==> config.mk <==
export PLATFORM = sky130hd
export DESIGN_NAME = time_keeper
export DESIGN_NICKNAME = d
export VERILOG_FILES = /design/src/rtl/clock_pkg.sv /design/src/rtl/bcd_mod_counter.sv /design/src/rtl/time_keeper.sv
export SDC_FILE = /design/constraint.sdc
export NUM_CORES = 1
export LEC_CHECK = 0
export ABC_AREA = 1
export CAP_MARGIN = 20
export CORE_MARGIN = 1
export CORE_UTILIZATION = 53
export CTS_BUF_LIST = sky130_fd_sc_hd__clkbuf_16
export DETAILED_ROUTE_END_ITERATION = 16
export PLACE_DENSITY = 0.86
export SKIP_LAST_GASP = 1
export SLEW_MARGIN = 20
export SYNTH_ARGS = -nofsm -noshare
export SYNTH_HDL_FRONTEND = slang
export SYNTH_SLANG_ARGS = --single-unit
==> constraint.sdc <==
create_clock -name clk -period 4.4 [get_ports clk]
set_clock_uncertainty 0.2 [all_clocks]
set_input_delay 0.88 -clock clk [delete_from_list [all_inputs] [get_ports clk]]
set_output_delay 0.88 -clock clk [all_outputs]
set_load 0.02 [all_outputs]
==> src/rtl/clock_pkg.sv <==
// ----------------------------------------------------------------------------
// clock_pkg
// Shared types, limits and helpers for the time_keeper block.
//   bcd_digit_t   : one BCD digit (4 bits)
//   time_field_t  : one two-digit BCD field (hh, mm or ss)
//   state_t       : control FSM state (IDLE / LOAD / ADV)
// ----------------------------------------------------------------------------
package clock_pkg;

  typedef logic [3:0] bcd_digit_t;
  typedef logic [7:0] time_field_t;

  localparam time_field_t MAX_SS   = 8'h59;
  localparam time_field_t MAX_MM   = 8'h59;
  localparam time_field_t MAX_HH24 = 8'h23;
  localparam time_field_t MAX_HH12 = 8'h12;

  typedef enum logic [1:0] {
    ST_IDLE = 2'd0,
    ST_LOAD = 2'd1,
    ST_ADV  = 2'd2
  } state_t;

  // Two-digit BCD increment; the units digit wraps 9 -> 0 with a tens carry.
  function automatic time_field_t bcd_inc(input time_field_t v);
    bcd_digit_t tens;
    bcd_digit_t units;
    tens  = v[7:4];
    units = v[3:0];
    if (units == 4'd9) begin
      return {tens + 4'd1, 4'd0};
    end
    return {tens, units + 4'd1};
  endfunction

  function automatic logic is_bcd(input time_field_t v);
    return (v[7:4] <= 4'd9) && (v[3:0] <= 4'd9);
  endfunction

  // Legal BCD and inside [lo, hi]; for valid BCD the binary compare
  // orders the same way as the decimal value.
  function automatic logic field_ok(input time_field_t v,
                                    input time_field_t lo,
                                    input time_field_t hi);
    return is_bcd(v) && (v >= lo) && (v <= hi);
  endfunction

endpackage

==> src/rtl/bcd_mod_counter.sv <==
// ----------------------------------------------------------------------------
// bcd_mod_counter
// Two-digit BCD counter: counts MIN_VAL .. WRAP_VAL and wraps back to MIN_VAL.
// Ports:
//   clk, rst   : clock, synchronous active-high reset (value -> RST_VAL)
//   inc        : advance by one this cycle
//   load       : write load_val this cycle (takes priority over inc)
//   load_val   : value to load
//   value      : current count
//   carry      : combinational, high when inc is applied at WRAP_VAL
// ----------------------------------------------------------------------------
module bcd_mod_counter
  import clock_pkg::*;
#(
  parameter time_field_t WRAP_VAL = MAX_SS,
  parameter time_field_t MIN_VAL  = 8'h00,
  parameter time_field_t RST_VAL  = 8'h00
) (
  input  logic        clk,
  input  logic        rst,
  input  logic        inc,
  input  logic        load,
  input  time_field_t load_val,
  output time_field_t value,
  output logic        carry
);

  time_field_t value_q;

  assign carry = inc && (value_q == WRAP_VAL);

  // NOTE: clocked state uses non-blocking (<=) so every flop samples the
  // pre-edge values of its inputs, independent of process ordering.
  always_ff @(posedge clk) begin
    if (rst) begin
      value_q <= RST_VAL;
    end else if (load) begin
      value_q <= load_val;
    end else if (inc) begin
      value_q <= carry ? MIN_VAL : bcd_inc(value_q);
    end
  end

  assign value = value_q;

endmodule

==> src/rtl/time_keeper.sv <==
// ----------------------------------------------------------------------------
// time_keeper
// BCD time-of-day keeper advanced by a 1 Hz square wave from a clock divider.
// Build option: define TIME_12H_EN for 12-hour mode (hours 12, 01..11, pm
// flag and pm port); without it the clock runs 00..23 and pm is absent.
// Parameter:
//   SYNC_STAGES : synchronizer depth on clk_1Hz (legal 2..4)
// Ports:
//   clk, rst            : system clock, synchronous active-high reset
//   clk_1Hz             : asynchronous 1 Hz square wave; rising edge = 1 s
//   set_valid           : load request, held until accepted
//   set_hh/mm/ss        : BCD load values
//   set_ready           : load can be accepted this cycle
//   set_err             : one-cycle pulse after a rejected (out-of-range) load
//   hh, mm, ss          : current time in BCD
//   sec_tick            : one-cycle pulse in the cycle after ss advanced
//   pm                  : PM flag (TIME_12H_EN only)
// ----------------------------------------------------------------------------
module time_keeper
  import clock_pkg::*;
#(
  parameter int SYNC_STAGES = 2
) (
  input  logic        clk,
  input  logic        rst,
  input  logic        clk_1Hz,
  input  logic        set_valid,
  input  time_field_t set_hh,
  input  time_field_t set_mm,
  input  time_field_t set_ss,
  output logic        set_ready,
  output logic        set_err,
  output time_field_t hh,
  output time_field_t mm,
  output time_field_t ss,
  output logic        sec_tick
`ifdef TIME_12H_EN
  ,
  output logic        pm
`endif
);

`ifdef TIME_12H_EN
  localparam time_field_t HH_MIN = 8'h01;
  localparam time_field_t HH_MAX = MAX_HH12;
  localparam time_field_t HH_RST = 8'h12;
`else
  localparam time_field_t HH_MIN = 8'h00;
  localparam time_field_t HH_MAX = MAX_HH24;
  localparam time_field_t HH_RST = 8'h00;
`endif

  // --------------------------------------------------------------------------
  // clk_1Hz synchronizer and rising-edge detector.
  // vld_q tracks which stages hold samples taken after reset; an edge is only
  // reported when both compared samples are post-reset, so a level that was
  // already high (or in flight) across reset is never seen as a new edge.
  // --------------------------------------------------------------------------
  logic [SYNC_STAGES-1:0] sync_q;
  logic [SYNC_STAGES:0]   vld_q;
  logic                   prev_q;
  logic                   adv_strobe;

  always_ff @(posedge clk) begin
    if (rst) begin
      sync_q <= '0;
      vld_q  <= '0;
      prev_q <= 1'b0;
    end else begin
      sync_q <= {sync_q[SYNC_STAGES-2:0], clk_1Hz};
      vld_q  <= {vld_q[SYNC_STAGES-1:0], 1'b1};
      prev_q <= sync_q[SYNC_STAGES-1];
    end
  end

  assign adv_strobe = sync_q[SYNC_STAGES-1] & ~prev_q & vld_q[SYNC_STAGES];

  // --------------------------------------------------------------------------
  // Load handshake and range check
  // --------------------------------------------------------------------------
  logic set_legal;
  logic load_req;
  logic do_load;
  logic do_inc;
  logic set_err_q;

  assign set_ready = ~rst;
  assign set_legal = field_ok(set_ss, 8'h00, MAX_SS) &&
                     field_ok(set_mm, 8'h00, MAX_MM) &&
                     field_ok(set_hh, HH_MIN, HH_MAX);

  always_ff @(posedge clk) begin
    if (rst) begin
      set_err_q <= 1'b0;
    end else begin
      set_err_q <= load_req && !set_legal;
    end
  end

  assign set_err = set_err_q;

  // --------------------------------------------------------------------------
  // Control FSM. The write or advance happens on the edge that enters LOAD or
  // ADV, so ss changes SYNC_STAGES+1 cycles after clk_1Hz rises; the state
  // then marks that one cycle (ADV drives sec_tick) before returning to IDLE.
  // --------------------------------------------------------------------------
  state_t state_q;
  state_t state_d;

  always_ff @(posedge clk) begin
    if (rst) begin
      state_q <= ST_IDLE;
    end else begin
      state_q <= state_d;
    end
  end

  // NOTE: every always_comb output gets a default first so no path leaves it
  // unassigned (which would infer a latch).
  always_comb begin
    state_d = ST_IDLE;
    case (state_q)
      // A held set_valid or a strobe right after ADV is taken directly,
      // so all states share the same exit decision.
      ST_IDLE, ST_LOAD, ST_ADV: begin
        if (do_load) begin
          state_d = ST_LOAD;
        end else if (do_inc) begin
          state_d = ST_ADV;
        end
      end
      default: state_d = ST_IDLE;
    endcase
  end

  // A legal load beats a coincident strobe and discards it; a rejected load
  // does not block the advance.
  always_comb begin
    load_req = set_valid && set_ready;
    do_load  = load_req && set_legal;
    do_inc   = adv_strobe && !do_load;
    sec_tick = (state_q == ST_ADV);
  end

  // --------------------------------------------------------------------------
  // Time fields: ss -> mm -> hh carry ripple within one cycle
  // --------------------------------------------------------------------------
  logic ss_carry;
  logic mm_carry;
  logic hh_carry_unused;

  bcd_mod_counter #(
    .WRAP_VAL (MAX_SS),
    .MIN_VAL  (8'h00),
    .RST_VAL  (8'h00)
  ) u_ss (
    .clk      (clk),
    .rst      (rst),
    .inc      (do_inc),
    .load     (do_load),
    .load_val (set_ss),
    .value    (ss),
    .carry    (ss_carry)
  );

  bcd_mod_counter #(
    .WRAP_VAL (MAX_MM),
    .MIN_VAL  (8'h00),
    .RST_VAL  (8'h00)
  ) u_mm (
    .clk      (clk),
    .rst      (rst),
    .inc      (ss_carry),
    .load     (do_load),
    .load_val (set_mm),
    .value    (mm),
    .carry    (mm_carry)
  );

  bcd_mod_counter #(
    .WRAP_VAL (HH_MAX),
    .MIN_VAL  (HH_MIN),
    .RST_VAL  (HH_RST)
  ) u_hh (
    .clk      (clk),
    .rst      (rst),
    .inc      (mm_carry),
    .load     (do_load),
    .load_val (set_hh),
    .value    (hh),
    .carry    (hh_carry_unused)
  );

`ifdef TIME_12H_EN
  // pm flips when 11:59:59 rolls into 12:00:00; a load leaves it unchanged.
  logic pm_q;

  always_ff @(posedge clk) begin
    if (rst) begin
      pm_q <= 1'b0;
    end else if (mm_carry && (hh == 8'h11)) begin
      pm_q <= ~pm_q;
    end
  end

  assign pm = pm_q;
`endif

endmodule

### Word-level counts from Yosys, hierarchy flattened

Cells that the tools add are included.
W data, S select, Z words.

| word-level totals | value |
|---|---|
| register bits after elaboration | 33 |
| bits of input ports | 28 |
| logic and storage cells | 107 |

| operators by class | value |
|---|---|
| add/subtract/negate cells | 6 |
| magnitude comparators | 12 |
| eq/ne operators | 8 |
| multiplexer cells | 30 |
| bitwise operators | 5 |
| reductions and logical operators | 33 |

Operators with widths:

| cell | number |
|---|---|
| $mux W8 | 15 |
| $add A4 B1 Y4 const B | 6 |
| $ge A8 B1 Y1 const B | 3 |
| $le A4 B4 Y1 const B | 6 |
| $logic_and A1 B1 Y1 | 18 |
| $eq A8 B7 Y1 const B | 2 |
| $le A8 B7 Y1 const B | 2 |
| $mux W1 | 14 |
| $eq A4 B4 Y1 const B | 3 |
| $reduce_bool A3 Y1 | 3 |
| $eq A8 B6 Y1 const B | 1 |
| $le A8 B6 Y1 const B | 1 |
| $reduce_and A2 Y1 | 3 |
| $reduce_bool A2 Y1 | 3 |
| $reduce_or A3 Y1 | 2 |
| $not A1 Y1 | 3 |
| $and A1 B1 Y1 | 2 |
| $eq A2 B1 Y1 const B | 1 |
| $eq A2 B2 Y1 const B | 1 |
| $logic_not A1 Y1 | 2 |
| $logic_not A2 Y1 | 1 |
| $mux W2 | 1 |
| $reduce_or A2 Y1 | 1 |

### Depth between registers and ports, before layout

| depth | value |
|---|---|
| depth in word-level cells | 18 |
| gate-level depth with buffers | 13 |
| mapped depth without buffers | 13 |

### Cells and area by module

Synthesis repeated with hierarchy kept, for this count alone.

| unflattened totals | value |
|---|---|
| cell total of the unflattened synthesis | 322 |
| area, all modules | 2183.3 um^2 |

By module, submodules not included:

| module | instances | cells an instance | area each (um^2) | sequential area each (um^2) |
|---|---|---|---|---|
| bcd_mod_counter (u_mm ...) | 2 | 89 | 600.6 | 160.2 |
| bcd_mod_counter (u_hh) | 1 | 87 | 591.8 | 160.2 |
| time_keeper | 1 | 57 | 390.4 | 180.2 |

### Worst setup path before layout

No wires, ideal clock.

| timing | value |
|---|---|
| path kind | in2out |
| start point | input port rst |
| end point | output port set_ready |
| arrival | 1.306 ns |
| data required time | 3.320 ns |
| slack | 2.014 ns |
| cell stages on the path | 3 |
| buffers on the path | 2 |
| cell sequence | buf_2 inv_1 buf_6 |

| between the ends | value |
|---|---|
| cells in the longest elaborated chain, start to end | 1 |

Ends and longest elaborated chain:

| item | line | source |
|---|---|---|
| from (decl) | time_keeper.sv:25 | `input logic rst,` |
| $not A1 Y1 | time_keeper.sv:87 | `assign set_ready = ~rst;` |
| to (decl) | time_keeper.sv:31 | `output logic set_ready,` |

No other way between the ends.

### Final worst setup path

Same ends and word-level chain as after synthesis.

==> qor.yml <==
slew_viol_final: 0
syn_nets: 331
dr_wl_met3_um: 256
synth_seq_area_share_pct: 31.2
avgRoutedWirePerCell_um: 13.2
rsz0062_at_grt: "false"
crit_fanout: 8
avgViaCountPerCell: 5.20
antennaDiodeCount: 0
grt_first_pass_wirelength_mm: 8.31
netlist_area_um2: 2120
synth_warnings: 0
htree_levels: 2
status: "finished clean"
finalCritPeriodShare_pct: 74.9
grt-ovfl-total: 0
cts_root_buf: "clkbuf_16"
numCtsBuffers: 5
timing.final.hold_violations: 0
gp_congestion: 0.881
ys_types: 38
drive_above_1_share_pct: 9.77
setup_viol_count_final: 0
synth_ff_type: "dfxtp_1"
dr.first_iter.drc_count: 175
cts_setup_buffers: 0
vias: 2058
cts_sinks: 33
holdCritPathClass: "reg -> reg"
io_buffer_count: 54
met2_length_mm: 2.57
synth-seq-cells: 33
wl_mm: 5.22
cts_tree: "done"
peakVddDrop_uv: 214
clk_path_buf_depth: 2
ctsResizeCount: 0
dieArea_um2: 4260
syn_to_final_growth_pct: 33.5
top_layer: "met4"
coreArea_um2: 3740
crit_required_ns: 3.32
cts_hold_buf: 0
synthArstFlopShare_pct: 0
p_leak_nw: 1.25
cp-start-kind: "primary input"
dr.pass1.iters: 4
worst_pin_slew_ns: 0.625
holdWs_ns: 0.204
drc_errors: 0
cp_data_arrival_time_ns: 2.21
post_synth.cell_area_avg_um2: 7.29
tns_ns: 0
num_rows: 22
fp.dieW_um: 65.3
chipHeight_um: 65.3
period_minus_slack_ns: 3.29
clk_pin_slew_worst_paths_ns: 0.05
max_slew_margin_pct: 58.3
end_kind: "primary output"
antenna_left: 0
syn_inst: 291
synth-edff-count: 0
grt_pass1_vias: 1885
grt_usage_pct: 25.8
nFillCells: 293
antenna_found_initial: 0
start_util_pct: 56.7
met1_length_mm: 2.29
preCtsSetupSlack_ns: 1.11
grt_max_degree: 26
drv_cap: 0
fin_ws_ns: 1.11
power-per-cell-area_nw_per_um2: 264
pin_count: 55
fmax_mhz: 303
place_hpwl_mm: 3.65
nets: 387
crit_type: "in -> out"
clk_latency_ns: 0.28
[critical path, stage by stage]
cell             delay [ns]
clkdlybuf4s50_1        0.58
inv_1                  0.14
clkdlybuf4s50_1        0.61
[flip-flops by register name (all words and copies together), names as in the netlist]
| name | flops |
|---|---|
| sync_q | 2 |
| set_err | 1 |
| vld_q | 3 |
| prev_q | 1 |
| state_q | 2 |
| u_hh.value | 8 |
| u_mm.value | 8 |
| u_ss.value | 8 |
[cell families (layout without fill, tap and decap cells)]
logic type,after synthesis,count (layout),synth area share (%)
and+or+nand+nor,131,131,31.0
buffers and inverters,59,116,12.7
AOI/OAI and AO/OA,47,47,14.3
DFF,33,33,31.2
adders and majority gates,12,12,7.08
xor gates and xnor gates,9,9,3.72
[cells in the final DEF, fill, tap and decap left out, types with 2 or more instances in the layout]
cell type / instances
inv_1: 48
nand4_4: 2
nand2_4: 3
o21ai_0: 14
o21ai_1: 4
nand3b_1: 3
xor2_1: 8
a31oi_1: 5
nand3_1: 12
a21oi_2: 2
a21oi_1: 12
nor2_1: 33
nand4_1: 6
buf_4: 2
ha_1: 12
clkdlybuf4s50_1: 54
nand2_1: 55
nand2_2: 5
nor2_4: 3
nor3_1: 6
o22ai_1: 2
inv_2: 4
dfxtp_1: 33
clkbuf_16: 5
[per-stage QoR]
stage	cells	util, %	total power, mW	cell area [um2]
after floorplan	291	-	0.328	2120
after global placement	388	71.3	0.360	2670
after detailed placement	388	71.3	0.361	2670
after CTS	396	75.6	0.750	2830
after global routing	396	75.6	0.769	2830
final	396	75.6	0.746	2830
[worst paths after layout]
| path | start | endpoint | slack [ns] | cells after the start |
|---|---|---|---|---|
| max | rst | set_ready | 1.11 | 3 |
| min | vld_q[0]$_DFF_P_ | vld_q[1]$_SDFF_PP0_ | 0.20 | 2 |
| max reg2reg | u_mm.value[0]$_SDFFE_PP0P_ | u_hh.value[2]$_SDFFE_PP0P_ | 2.21 | 8 |
| min reg2reg | vld_q[0]$_DFF_P_ | vld_q[1]$_SDFF_PP0_ | 0.20 | 2 |
[synthesized netlist by cell type, types with 2 or more instances]
| master | n | area, um2 |
|---|---|---|
| a21oi_2 | 2 | 17.5 |
| nand4_1 | 6 | 37.5 |
| a31oi_1 | 5 | 31.3 |
| nor3_1 | 6 | 30.0 |
| nand2_2 | 5 | 31.3 |
| nand3b_1 | 3 | 22.5 |
| buf_6 | 4 | 45.0 |
| ha_1 | 12 | 150 |
| nand3_1 | 12 | 60.1 |
| inv_2 | 4 | 15.0 |
| xor2_1 | 8 | 70.1 |
| nor2_1 | 33 | 124 |
| nor2_4 | 3 | 33.8 |
| nand2_4 | 3 | 33.8 |
| o22ai_1 | 2 | 12.5 |
| nand4_4 | 2 | 42.5 |
| nand2_1 | 55 | 206 |
| o21ai_1 | 4 | 20.0 |
| o21ai_0 | 14 | 70.1 |
| dfxtp_1 | 33 | 661 |
| inv_1 | 47 | 176 |
| a21oi_1 | 12 | 60.1 |
[final cells by class]
cell class	count	area, um2	area share, %
multi-input cells	199	1190	42.1
clock buffers	5	125	4.42
well taps	48	60.1	2.12
flip-flops and latches	33	661	23.3
clock inverters	3	37.5	1.33
inverters	52	200	7.07
repair buffers	56	556	19.6
[metal layers]
layer | up-vias | GRT usage [%]
met3 | 11 | 5.90
li1 | 1040 | -
met4 | 0 | 12.8
met5 | - | 0
met1 | 947 | 31.2
met2 | 60 | 42.5
[where the power goes]
| part | internal (mW) | leakage [nW] | total, mW | switching (mW) |
|---|---|---|---|---|
| Combinational | 0.0294 | 0.903 | 0.0515 | 0.0221 |
| Clock | 0.263 | 0.0826 | 0.391 | 0.128 |
| Sequential | 0.302 | 0.267 | 0.304 | 0.00139 |
Power figures use the tool's default switching activity.
